==> src/rtl/sisc_fetch_pkg.sv <==
// sisc_pkg: shared definitions for the SISC fetch front end.
// Holds the major opcode map, the fetch FSM state type and the
// prefetch-queue entry layout for the default 16-bit PC / 32-bit word build.
package sisc_pkg;

    localparam int FETCH_AW = 16;
    localparam int FETCH_DW = 32;

    // Major opcodes, found in instr[DW-1:DW-4].
    localparam logic [3:0] OP_ALU  = 4'h0;
    localparam logic [3:0] OP_ALUI = 4'h1;
    localparam logic [3:0] OP_LD   = 4'h2;
    localparam logic [3:0] OP_ST   = 4'h3;
    localparam logic [3:0] OP_BRA  = 4'hC;
    localparam logic [3:0] OP_BCC  = 4'hD;
    localparam logic [3:0] OP_JMP  = 4'hE;
    localparam logic [3:0] OP_SYS  = 4'hF;

    typedef enum logic [1:0] {
        IDLE = 2'd0,
        REQ  = 2'd1,
        DROP = 2'd2
    } fetch_state_t;

    typedef struct packed {
        logic [FETCH_AW-1:0] pc;
        logic [FETCH_DW-1:0] instr;
    } fetch_entry_t;

    // Unconditional relative branch: OP_BRA with a zero condition field.
    function automatic logic is_uncond_bra(input logic [3:0] op, input logic [3:0] cond);
        return (op == OP_BRA) && (cond == 4'h0);
    endfunction

endpackage

==> src/rtl/sisc_fetch_if.sv <==
// sisc_fetch_if: instruction-memory, decode and redirect signals of the
// fetch front end. The master modport is the fetch unit.
//
// Handshakes:
//   imem: req/addr are held by the fetch unit until a cycle with ack=1;
//         ack is only meaningful while req=1 and rdata is valid in that cycle.
//   decode: the head entry transfers on a rising edge where
//         instr_valid=1 and instr_ready=1; instr/instr_pc are meaningless
//         while instr_valid=0.
//   redirect: single-cycle strobe, redirect_addr sampled with it.
import sisc_pkg::*;

interface sisc_fetch_if #(
    parameter int AW = 16,
    parameter int DW = 32
);
    logic          imem_req;
    logic [AW-1:0] imem_addr;
    logic          imem_ack;
    logic [DW-1:0] imem_rdata;
    logic          instr_valid;
    logic [DW-1:0] instr;
    logic [AW-1:0] instr_pc;
    logic          instr_ready;
    logic          redirect;
    logic [AW-1:0] redirect_addr;
    fetch_state_t  dbg_state;

    modport master (
        output imem_req, imem_addr, instr_valid, instr, instr_pc, dbg_state,
        input  imem_ack, imem_rdata, instr_ready, redirect, redirect_addr
    );

    modport slave (
        input  imem_req, imem_addr, instr_valid, instr, instr_pc, dbg_state,
        output imem_ack, imem_rdata, instr_ready, redirect, redirect_addr
    );
endinterface

==> src/rtl/sisc_fetch_q.sv <==
// sisc_fetch_q: synchronous FIFO with flush and occupancy count.
// Head data comes straight from the storage array addressed by a registered
// read pointer, so it is valid the cycle after the write.
module sisc_fetch_q #(
    parameter int DEPTH = 4,
    parameter int W     = 48
) (
    input  logic                     clk,
    input  logic                     rst,
    input  logic                     flush,
    input  logic                     push,
    input  logic [W-1:0]             wdata,
    input  logic                     pop,
    output logic [W-1:0]             rdata,
    output logic                     valid,
    output logic [$clog2(DEPTH):0]   count
);
    localparam int PW = $clog2(DEPTH);
    localparam int CW = PW + 1;

    logic [W-1:0]  mem [DEPTH];
    logic [PW-1:0] wr_ptr;
    logic [PW-1:0] rd_ptr;
    logic          do_push;
    logic          do_pop;

    // Pops on an empty queue are ignored; a push into a full queue only
    // lands when the head leaves in the same cycle.
    assign do_pop  = pop & (count != '0);
    assign do_push = push & ((count != CW'(DEPTH)) | do_pop);

    assign rdata = mem[rd_ptr];
    assign valid = (count != '0);

    // Storage write; contents need no reset since count gates visibility.
    always_ff @(posedge clk) begin
        if (do_push) mem[wr_ptr] <= wdata;
    end

    // Pointers wrap modulo DEPTH; flush empties the queue in one cycle.
    always_ff @(posedge clk) begin
        if (rst || flush) begin
            wr_ptr <= '0;
            rd_ptr <= '0;
            count  <= '0;
        end else begin
            if (do_push) wr_ptr <= wr_ptr + PW'(1);
            if (do_pop)  rd_ptr <= rd_ptr + PW'(1);
            case ({do_push, do_pop})
                2'b10:   count <= count + CW'(1);
                2'b01:   count <= count - CW'(1);
                default: ;
            endcase
        end
    end
endmodule

==> src/rtl/sisc_fetch.sv <==
// sisc_fetch: SISC instruction-fetch front end. Issues one word read at a
// time, buffers returned words with their PCs, and flushes on redirect.
// Optional macro SISC_FETCH_BRPRED_EN: predecode unconditional relative
// branches on capture and continue fetching at their target.
import sisc_pkg::*;

module sisc_fetch #(
    parameter int            AW      = 16,
    parameter int            DW      = 32,
    parameter int            DEPTH   = 4,
    parameter logic [AW-1:0] RST_VEC = '0
) (
    input  logic                   clk,
    input  logic                   rst,
    sisc_fetch_if.master           bus,
    output logic [$clog2(DEPTH):0] q_count
);
    localparam int CW = $clog2(DEPTH) + 1;

    fetch_state_t     state;
    fetch_state_t     state_nxt;
    logic [AW-1:0]    fetch_pc;
    logic [AW-1:0]    fetch_pc_nxt;
    logic [AW-1:0]    addr_q;
    logic [AW-1:0]    addr_nxt;
    logic [AW-1:0]    seq_pc;
    logic [AW+DW-1:0] head;
    logic             ack_in;
    logic             push;
    logic             pop;
    logic             space_now;
    logic             space_after;

    assign ack_in = bus.imem_ack & (state != IDLE);
    assign pop    = bus.instr_valid & bus.instr_ready;
    // A redirect discards the returning word instead of queueing it.
    assign push   = (state == REQ) & ack_in & ~bus.redirect;

    assign space_now   = q_count < CW'(DEPTH);
    // Room left after this cycle's push (and possible pop): count+1-pop < DEPTH.
    assign space_after = (q_count - CW'(pop)) < CW'(DEPTH - 1);

`ifdef SISC_FETCH_BRPRED_EN
    assign seq_pc = is_uncond_bra(bus.imem_rdata[DW-1:DW-4], bus.imem_rdata[DW-5:DW-8])
                  ? fetch_pc + AW'(1) + bus.imem_rdata[AW-1:0]
                  : fetch_pc + AW'(1);
`else
    assign seq_pc = fetch_pc + AW'(1);
`endif

    assign bus.imem_req  = (state != IDLE);
    assign bus.imem_addr = addr_q;
    assign bus.instr_pc  = head[AW+DW-1:DW];
    assign bus.instr     = head[DW-1:0];
    assign bus.dbg_state = state;

    sisc_fetch_q #(
        .DEPTH (DEPTH),
        .W     (AW + DW)
    ) u_q (
        .clk   (clk),
        .rst   (rst),
        .flush (bus.redirect),
        .push  (push),
        .wdata ({fetch_pc, bus.imem_rdata}),
        .pop   (pop),
        .rdata (head),
        .valid (bus.instr_valid),
        .count (q_count)
    );

    // Fetch FSM: next state, next fetch PC and next request address.
    always_comb begin
        state_nxt    = state;
        fetch_pc_nxt = fetch_pc;
        addr_nxt     = addr_q;
        case (state)
            IDLE: begin
                if (bus.redirect) begin
                    fetch_pc_nxt = bus.redirect_addr;
                end else if (space_now) begin
                    state_nxt = REQ;
                    addr_nxt  = fetch_pc;
                end
            end
            REQ: begin
                if (bus.redirect) begin
                    fetch_pc_nxt = bus.redirect_addr;
                    if (ack_in) begin
                        addr_nxt = bus.redirect_addr;
                    end else begin
                        state_nxt = DROP;
                    end
                end else if (ack_in) begin
                    fetch_pc_nxt = seq_pc;
                    if (space_after) addr_nxt  = seq_pc;
                    else             state_nxt = IDLE;
                end
            end
            DROP: begin
                if (bus.redirect) begin
                    fetch_pc_nxt = bus.redirect_addr;
                    // The stale read completes now, so start the new one.
                    if (ack_in) begin
                        state_nxt = REQ;
                        addr_nxt  = bus.redirect_addr;
                    end
                end else if (ack_in) begin
                    if (space_now) begin
                        state_nxt = REQ;
                        addr_nxt  = fetch_pc;
                    end else begin
                        state_nxt = IDLE;
                    end
                end
            end
            default: state_nxt = IDLE;
        endcase
    end

    // State, fetch PC and request address registers.
    always_ff @(posedge clk) begin
        if (rst) begin
            state    <= IDLE;
            fetch_pc <= RST_VEC;
            addr_q   <= RST_VEC;
        end else begin
            state    <= state_nxt;
            fetch_pc <= fetch_pc_nxt;
            addr_q   <= addr_nxt;
        end
    end
endmodule

==> src/flat_wrapper.sv <==
// flat-port wrapper written by rule: the top's interface ports become plain ports
module sisc_fetch_flat 
#(
    parameter int            AW      = 16,
    parameter int            DW      = 32,
    parameter int            DEPTH   = 4,
    parameter logic [AW-1:0] RST_VEC = '0
)
  (clk, rst, q_count, bus_imem_req, bus_imem_addr, bus_instr_valid, bus_instr, bus_instr_pc, bus_dbg_state, bus_imem_ack, bus_imem_rdata, bus_instr_ready, bus_redirect, bus_redirect_addr);
  sisc_fetch_if #(.AW(AW), .DW(DW)) bus_i ();
  input  logic clk;
  input  logic rst;
  output logic [$clog2(DEPTH):0] q_count;
  output wire logic [$bits(bus_i.imem_req)-1:0] bus_imem_req;
  output wire logic [$bits(bus_i.imem_addr)-1:0] bus_imem_addr;
  output wire logic [$bits(bus_i.instr_valid)-1:0] bus_instr_valid;
  output wire logic [$bits(bus_i.instr)-1:0] bus_instr;
  output wire logic [$bits(bus_i.instr_pc)-1:0] bus_instr_pc;
  output wire logic [$bits(bus_i.dbg_state)-1:0] bus_dbg_state;
  input wire logic [$bits(bus_i.imem_ack)-1:0] bus_imem_ack;
  input wire logic [$bits(bus_i.imem_rdata)-1:0] bus_imem_rdata;
  input wire logic [$bits(bus_i.instr_ready)-1:0] bus_instr_ready;
  input wire logic [$bits(bus_i.redirect)-1:0] bus_redirect;
  input wire logic [$bits(bus_i.redirect_addr)-1:0] bus_redirect_addr;
  assign bus_imem_req = bus_i.imem_req;
  assign bus_imem_addr = bus_i.imem_addr;
  assign bus_instr_valid = bus_i.instr_valid;
  assign bus_instr = bus_i.instr;
  assign bus_instr_pc = bus_i.instr_pc;
  assign bus_dbg_state = bus_i.dbg_state;
  assign bus_i.imem_ack = bus_imem_ack;
  assign bus_i.imem_rdata = bus_imem_rdata;
  assign bus_i.instr_ready = bus_instr_ready;
  assign bus_i.redirect = bus_redirect;
  assign bus_i.redirect_addr = bus_redirect_addr;
  sisc_fetch #(.AW(AW), .DW(DW), .DEPTH(DEPTH), .RST_VEC(RST_VEC)) u_core (.clk(clk), .rst(rst), .bus(bus_i), .q_count(q_count));
endmodule
==> config.mk <==
export PLATFORM = sky130hd
export DESIGN_NAME = sisc_fetch_flat
export DESIGN_NICKNAME = d
export VERILOG_FILES = /design/src/rtl/sisc_fetch_pkg.sv /design/src/rtl/sisc_fetch_if.sv /design/src/rtl/sisc_fetch_q.sv /design/src/rtl/sisc_fetch.sv /design/src/flat_wrapper.sv
export SDC_FILE = /design/constraint.sdc
export NUM_CORES = 1
export LEC_CHECK = 0
export ABC_AREA = 1
export CORE_MARGIN = 2
export CORE_UTILIZATION = 52
export DETAILED_ROUTE_END_ITERATION = 12
export HOLD_SLACK_MARGIN = 0.05
export PLACE_DENSITY = 0.78
export SLEW_MARGIN = 20
export SYNTH_ARGS = -nofsm -noshare
export SYNTH_HDL_FRONTEND = slang
export SYNTH_HIERARCHICAL = 1
export SYNTH_SLANG_ARGS = --single-unit
==> constraint.sdc <==
create_clock -name clk -period 5.6 [get_ports clk]
set_input_delay 1.12 -clock clk [delete_from_list [all_inputs] [get_ports clk]]
set_output_delay 1.12 -clock clk [all_outputs]
set_load 0.01 [all_outputs]
==> results_dict.tcl, run 1 <==
set metrics [dict create \
    cp_max_fo 49 \
    vdd_drop_max_mv 0.349 \
    drc 0 \
    synth_compound_area_frac 0.148 \
    rows 51 \
    cts_sinks 235 \
    cts_buffers 25 \
    antennaDiodeCount 0 \
    finish.instance_area_um2 12700 \
    synth.distinct_cells 38 \
    cts.htree.levels 1 \
    port_buffers 123 \
    critPathBufInv 4 \
    max-cap-violations 0 \
    synthAdderAreaFrac 0.0150 \
    dp_hpwl_um 13900 \
    grt.overflow.total 0 \
    synth_top_family_by_area "compound AO/OA/AOI/OAI gates" \
    initial_core_util 0.533 \
    synth-simple-area-share 0.144 \
    die_x_um 146 \
    crit_chain "buf_4 -> inv_1 -> buf_4 -> o21ai_0 -> o22ai_1 -> clkdlybuf4s50_1" \
    p_leak_nw 4.49 \
    power_density_nw_per_um2 402 \
    clock-root-buffer "clkbuf_16" \
    cts_tree "built" \
    timing.final.hold_violations 0 \
    arrival_ns 3.04 \
    rsz0062_at_grt "false" \
    syn_area_um2 10500 \
    grt_first_pass_wirelength_um 37500 \
    synth_area_per_cell_um2 10.2 \
    ios 124 \
    critical_path_depth 6 \
    yosysWarnings 6 \
    drive_gt1_frac 0.0732 \
    finClkSkew_ns 0.0217 \
    place_area_um2 11800 \
    setup_violations 0 \
    relSlewSlack 0.333 \
    routabilityCongestion 0.885 \
    grt_pass1_vias 7342 \
    holdBufCountCts 0 \
    drtIter0Drc 662 \
    clk_path_buf_depth 3 \
    synth_top_area_frac 0.550 \
    finalCriticalPeriod_ns 4.16 \
    drt-total-wl_um 23300 \
    path_class "register to primary output" \
    dr.pass1.iters 5 \
    wl_per_cell_um 16.5 \
    clock.fmax_mhz 241 \
    synth.area.top_cells "edfxtp_1 55%, dfxtp_1 8.2%, o21ai_0 6.3%" \
    tns_ns 0 \
    cp.required_ns 4.48 \
    fin_nets 1195 \
    syn_inst 1029 \
    synth-xor-area-share 0.00585 \
    via_per_inst 5.53 \
    synth.largest_area_cell "edfxtp_1" \
    cp_slowest_cell "clkdlybuf4s50_1" \
    grt_usage 0.215 \
    outcome "complete, no violations" \
    seq_area_frac_synth 0.632 \
    cts_setup_buffers 0 \
    slowest_delay_ns 0.58 \
    reg2regPathDepth 8 \
    yosys_register_bits 235 \
    grt_max_degree 97 \
    syn-num-nets 1094 \
    worstHoldPathCells 2 \
    die_y_um 146 \
    syn2layout_area_growth_pct 20.8 \
    drv_slew 0 \
    antenna_found_initial 0 \
    start_kind "register" \
    crit_family "buffers and inverters" \
    clk_latency_ns 0.51 \
    vias 7820 \
    min_path_type "register to register" \
    fin_crit_sh 0.742 \
    muxShareOfSynthArea 0 \
    fp.coreArea_um2 19700 \
    tightest_slew_ns 1.00 \
    cpMostUsedCell "buf_4" \
    die_area_um2 21300 \
    clk_pin_slew_ns 0.06 \
    final_antenna_net_count 0 \
    cp-end-kind "primary output" \
    cts_resized 0 \
]
==> cell usage after synthesis <==
master	count
edfxtp_1	192
nand2_1	162
nor2_1	151
o21ai_0	133
a21oi_1	76
inv_1	59
o22ai_1	48
dfxtp_1	43
nand3_1	25
buf_2	24
clkbuf_1	20
o21ai_1	14
ha_1	11
inv_2	8
buf_6	7
buf_4	6
nand4_1	6
xnor2_1	5
nand2_2	4
nor2_2	4
nor2_4	4
nor3_2	3
a22oi_1	2
nand3_2	2
o211a_1	2
o211ai_1	2
o21bai_1	2
o221ai_1	2
or2_2	2
xor2_1	2
a211oi_2	1
a21oi_4	1
a311oi_1	1
buf_1	1
fa_1	1
inv_4	1
nand2_4	1
o21ai_4	1
==> power breakdown <==
part	internal, W	switching [W]	leakage (nW)	total, W
clock	0.00101	0.000630	0.398	0.00164
sequential	0.00207	0.000174	2.09	0.00224
combinational	0.000472	0.000741	2.00	0.00121
==> cell type report <==
class,instances,area [um2]
Fill cell,1540,6990
Clock inverter,13,149
Tap cell,265,332
Timing Repair Buffer,132,1300
Multi-Input combinational cell,668,3310
Sequential cell,235,6630
Clock buffer,32,692
Inverter,68,258
==> tightest hold or removal path, cell delays in order, from the launching register on <==
cell and delay (ns):
dfxtp_1 0.30, inv_1 0.06, a21oi_1 0.07
==> flip-flops by register name (all words and copies together), names as in the netlist, named ones only <==
register,cells
u_core/u_q/mem,192
u_core/bus.imem_addr,16
u_core/fetch_pc,16
u_core/u_q/count,3
u_core/bus.dbg_state,2
u_core/u_q/rd_ptr,2
u_core/u_q/wr_ptr,2
==> through the flow <==
step                      total power (W)  hold slack [ns]   util  setup WS [ns]  std cells
after floorplan                   0.00305            0.436      -           1.23       1029
after global placement            0.00344            0.454  0.602           1.74       1368
after detailed placement          0.00346            0.460  0.602           1.68       1368
after CTS                         0.00510            0.471  0.644           1.46       1413
after global routing              0.00535            0.508  0.644           1.26       1413
final                             0.00509            0.470  0.644           1.44       1413
==> final timing paths <==
check,slack [ns],end,start
max reg2reg,2.42,u_core/u_q/mem[3][46],u_core/bus.dbg_state[0]
min reg2reg,0.47,u_core/u_q/rd_ptr[1],u_core/u_q/rd_ptr[1]
max,1.44,bus_instr[4],register
min,0.47,u_core/u_q/rd_ptr[1],u_core/u_q/rd_ptr[1]
==> cells in the final DEF, fill, tap and decap left out, drive strengths merged <==
cell type / netlist / final
nand4: 6 / 6
o21ai: 148 / 148
or2: 2 / 2
o21bai: 2 / 2
inv: 68 / 69
dfxtp: 43 / 43
nor2: 159 / 159
o211ai: 2 / 2
edfxtp: 192 / 192
nor3: 3 / 3
a22oi: 2 / 2
clkbuf: 20 / 32
clkinvlp: 0 / 4
buf: 38 / 9
clkdlybuf4s50: 0 / 123
o211a: 2 / 2
fa: 1 / 1
a311oi: 1 / 1
xor2: 2 / 2
clkinv: 0 / 5
a211oi: 1 / 1
o22ai: 48 / 48
o221ai: 2 / 2
xnor2: 5 / 5
ha: 11 / 11
nand2: 167 / 167
nand3: 27 / 27
bufinv: 0 / 3
a21oi: 77 / 77
==> metal layers <==
layer,track usage,routed length [um],up-vias
met1,0.300,10200,3667
met3,0.0361,1690,32
met4,0.0553,356,0
met2,0.354,11000,326
li1,-,-,3795
met5,0,0,-
==> cells by family after synthesis <==
kind of cell	after synthesis
AOI/OAI and AO/OA	285
buffers and inverters	126
xor gates and xnor gates	7
DFF	235
and+or+nand+nor	364
adders and majority gates	12
Note: power is estimated with default switching activity, not from simulation.
==> run 2: changes to the inputs <==
==> constraint.sdc (replaced) <==
create_clock -name clk -period 4.1 [get_ports clk]
set_input_delay 0.82 -clock clk [delete_from_list [all_inputs] [get_ports clk]]
set_output_delay 0.82 -clock clk [all_outputs]
set_load 0.01 [all_outputs]
==> results_dict.tcl, run 2 (synthesis results as in run 1) <==
set metrics [dict create \
    outcome "complete, no violations" \
    drtIter0Drc 736 \
    max-cap-violations 0 \
    clock-root-buffer "clkbuf_16" \
    layout_commonest_cell "edfxtp_1" \
    antennaDiodeCount 0 \
    cp_max_fo 40 \
    dp_hpwl_um 14900 \
    clk_latency_ns 0.51 \
    syn2layout_area_growth_pct 20.8 \
    cts.htree.levels 1 \
    holdBufCountCts 0 \
    dp_slack_ns 0.747 \
    fin_ws_ns 0.640 \
    cp-end-kind "primary output" \
    regArea_um2 6630 \
    fin_crit_sh 0.844 \
    clock.fmax_mhz 289 \
    clk_path_buf_depth 3 \
    wl_per_cell_um 16.7 \
    met2RoutedLength_um 11100 \
    path_class "register to primary output" \
    ios 124 \
    grt.overflow.total 0 \
    drive_gt1_frac 0.0744 \
    via_per_inst 5.58 \
    multiInputGateArea_um2 3310 \
    fill_cells 1580 \
    min_path_type "register to register" \
    cts_setup_buffers 0 \
    wl_met3_um 1860 \
    final_util 0.644 \
    cp.required_ns 3.28 \
    dr.pass1.iters 5 \
    die_area_um2 21300 \
    largest-register "u_core/u_q/mem" \
    vias 7925 \
    port_buffers 123 \
    grt_max_degree 57 \
    clk_pin_slew_ns 0.05 \
    initial_core_util 0.533 \
    die_y_um 146 \
    drv_slew 0 \
    cts_sinks 235 \
    timing.final.hold_violations 0 \
    setup_violations 0 \
    tightest_slew_ns 1.01 \
    layout_common_cells "192 x edfxtp_1, 162 x nand2_1, 147 x nor2_1" \
    final_antenna_net_count 0 \
    rsz0062_at_grt "false" \
    drc 0 \
    routabilityCongestion 0.852 \
    fp.coreArea_um2 19700 \
    vdd_drop_max_mv 0.637 \
    grt_pass1_vias 7515 \
    grt_usage 0.217 \
    drt-total-wl_um 23700 \
    p_leak_nw 4.50 \
    cts_resized 0 \
    arrival_ns 2.64 \
    antenna_found_initial 0 \
    wl_met1_um 10100 \
    routed.top_layer "met4" \
    power_density_nw_per_um2 537 \
    cts_buffers 24 \
    finalCriticalPeriod_ns 3.46 \
    fin_nets 1203 \
    start_kind "register" \
    die_x_um 146 \
    grt_first_pass_wirelength_um 37800 \
    tns_ns 0 \
    rows 51 \
    relSlewSlack 0.329 \
    cts_tree "built" \
    largest_register_ff_count 192 \
    finClkSkew_ns 0.00940 \
]
run 2: cell types whose count changed in the layout (fill, tap and decap cells not counted), sizes merged:
cell and delta:
clkinvlp -3, bufinv -2, clkbuf +6, clkinv -1
buf +9, inv -1
run 2: power breakdown:
group          leakage (nW)  switching, W  total (W)  internal (W)
clock network         0.364      0.000832    0.00207       0.00124
registers              2.09      0.000242    0.00306       0.00282
logic                  2.04       0.00101    0.00167      0.000653
run 2: metrics by stage:
stage	total power (W)	cell area (um2)	cells	hold slack [ns]
after global placement	0.00470	11900	1377	0.449
after global routing	0.00715	12700	1421	0.484
after CTS	0.00680	12700	1421	0.467
after detailed placement	0.00474	11900	1377	0.460
after floorplan	0.00417	10500	1029	0.436
final	0.00680	12700	1421	0.461
run 2: per-layer routing:
layer,track usage,vias up
met5,0,-
met1,0.293,3723
met4,0.0665,0
met2,0.362,348
met3,0.0389,42
li1,-,3812
run 2: final timing paths:
kind,startpoint,end,slack (ns),cells after the start
max,register,bus_instr[27],0.64,5
min,u_core/u_q/rd_ptr[1],u_core/u_q/rd_ptr[1],0.46,2
max reg2reg,u_core/u_q/count[2],u_core/bus.imem_addr[2],1.25,12
min reg2reg,u_core/u_q/rd_ptr[1],u_core/u_q/rd_ptr[1],0.46,2
run 2: critical path: stages (launching register included):
cell             delay [ns]
dfxtp_2                0.34
inv_2                  0.39
buf_4                  0.46
o21ai_0                0.16
o22ai_1                0.19
clkdlybuf4s50_1        0.58
run 2: final cells by class:
cell class                 count  area share
multi-input combinational    668       0.261
tap                          265      0.0262
sequential                   235       0.523
inverter                      68      0.0204
timing repair buffer         141       0.109
clock buffer                  38      0.0556
clock inverter                 6     0.00425
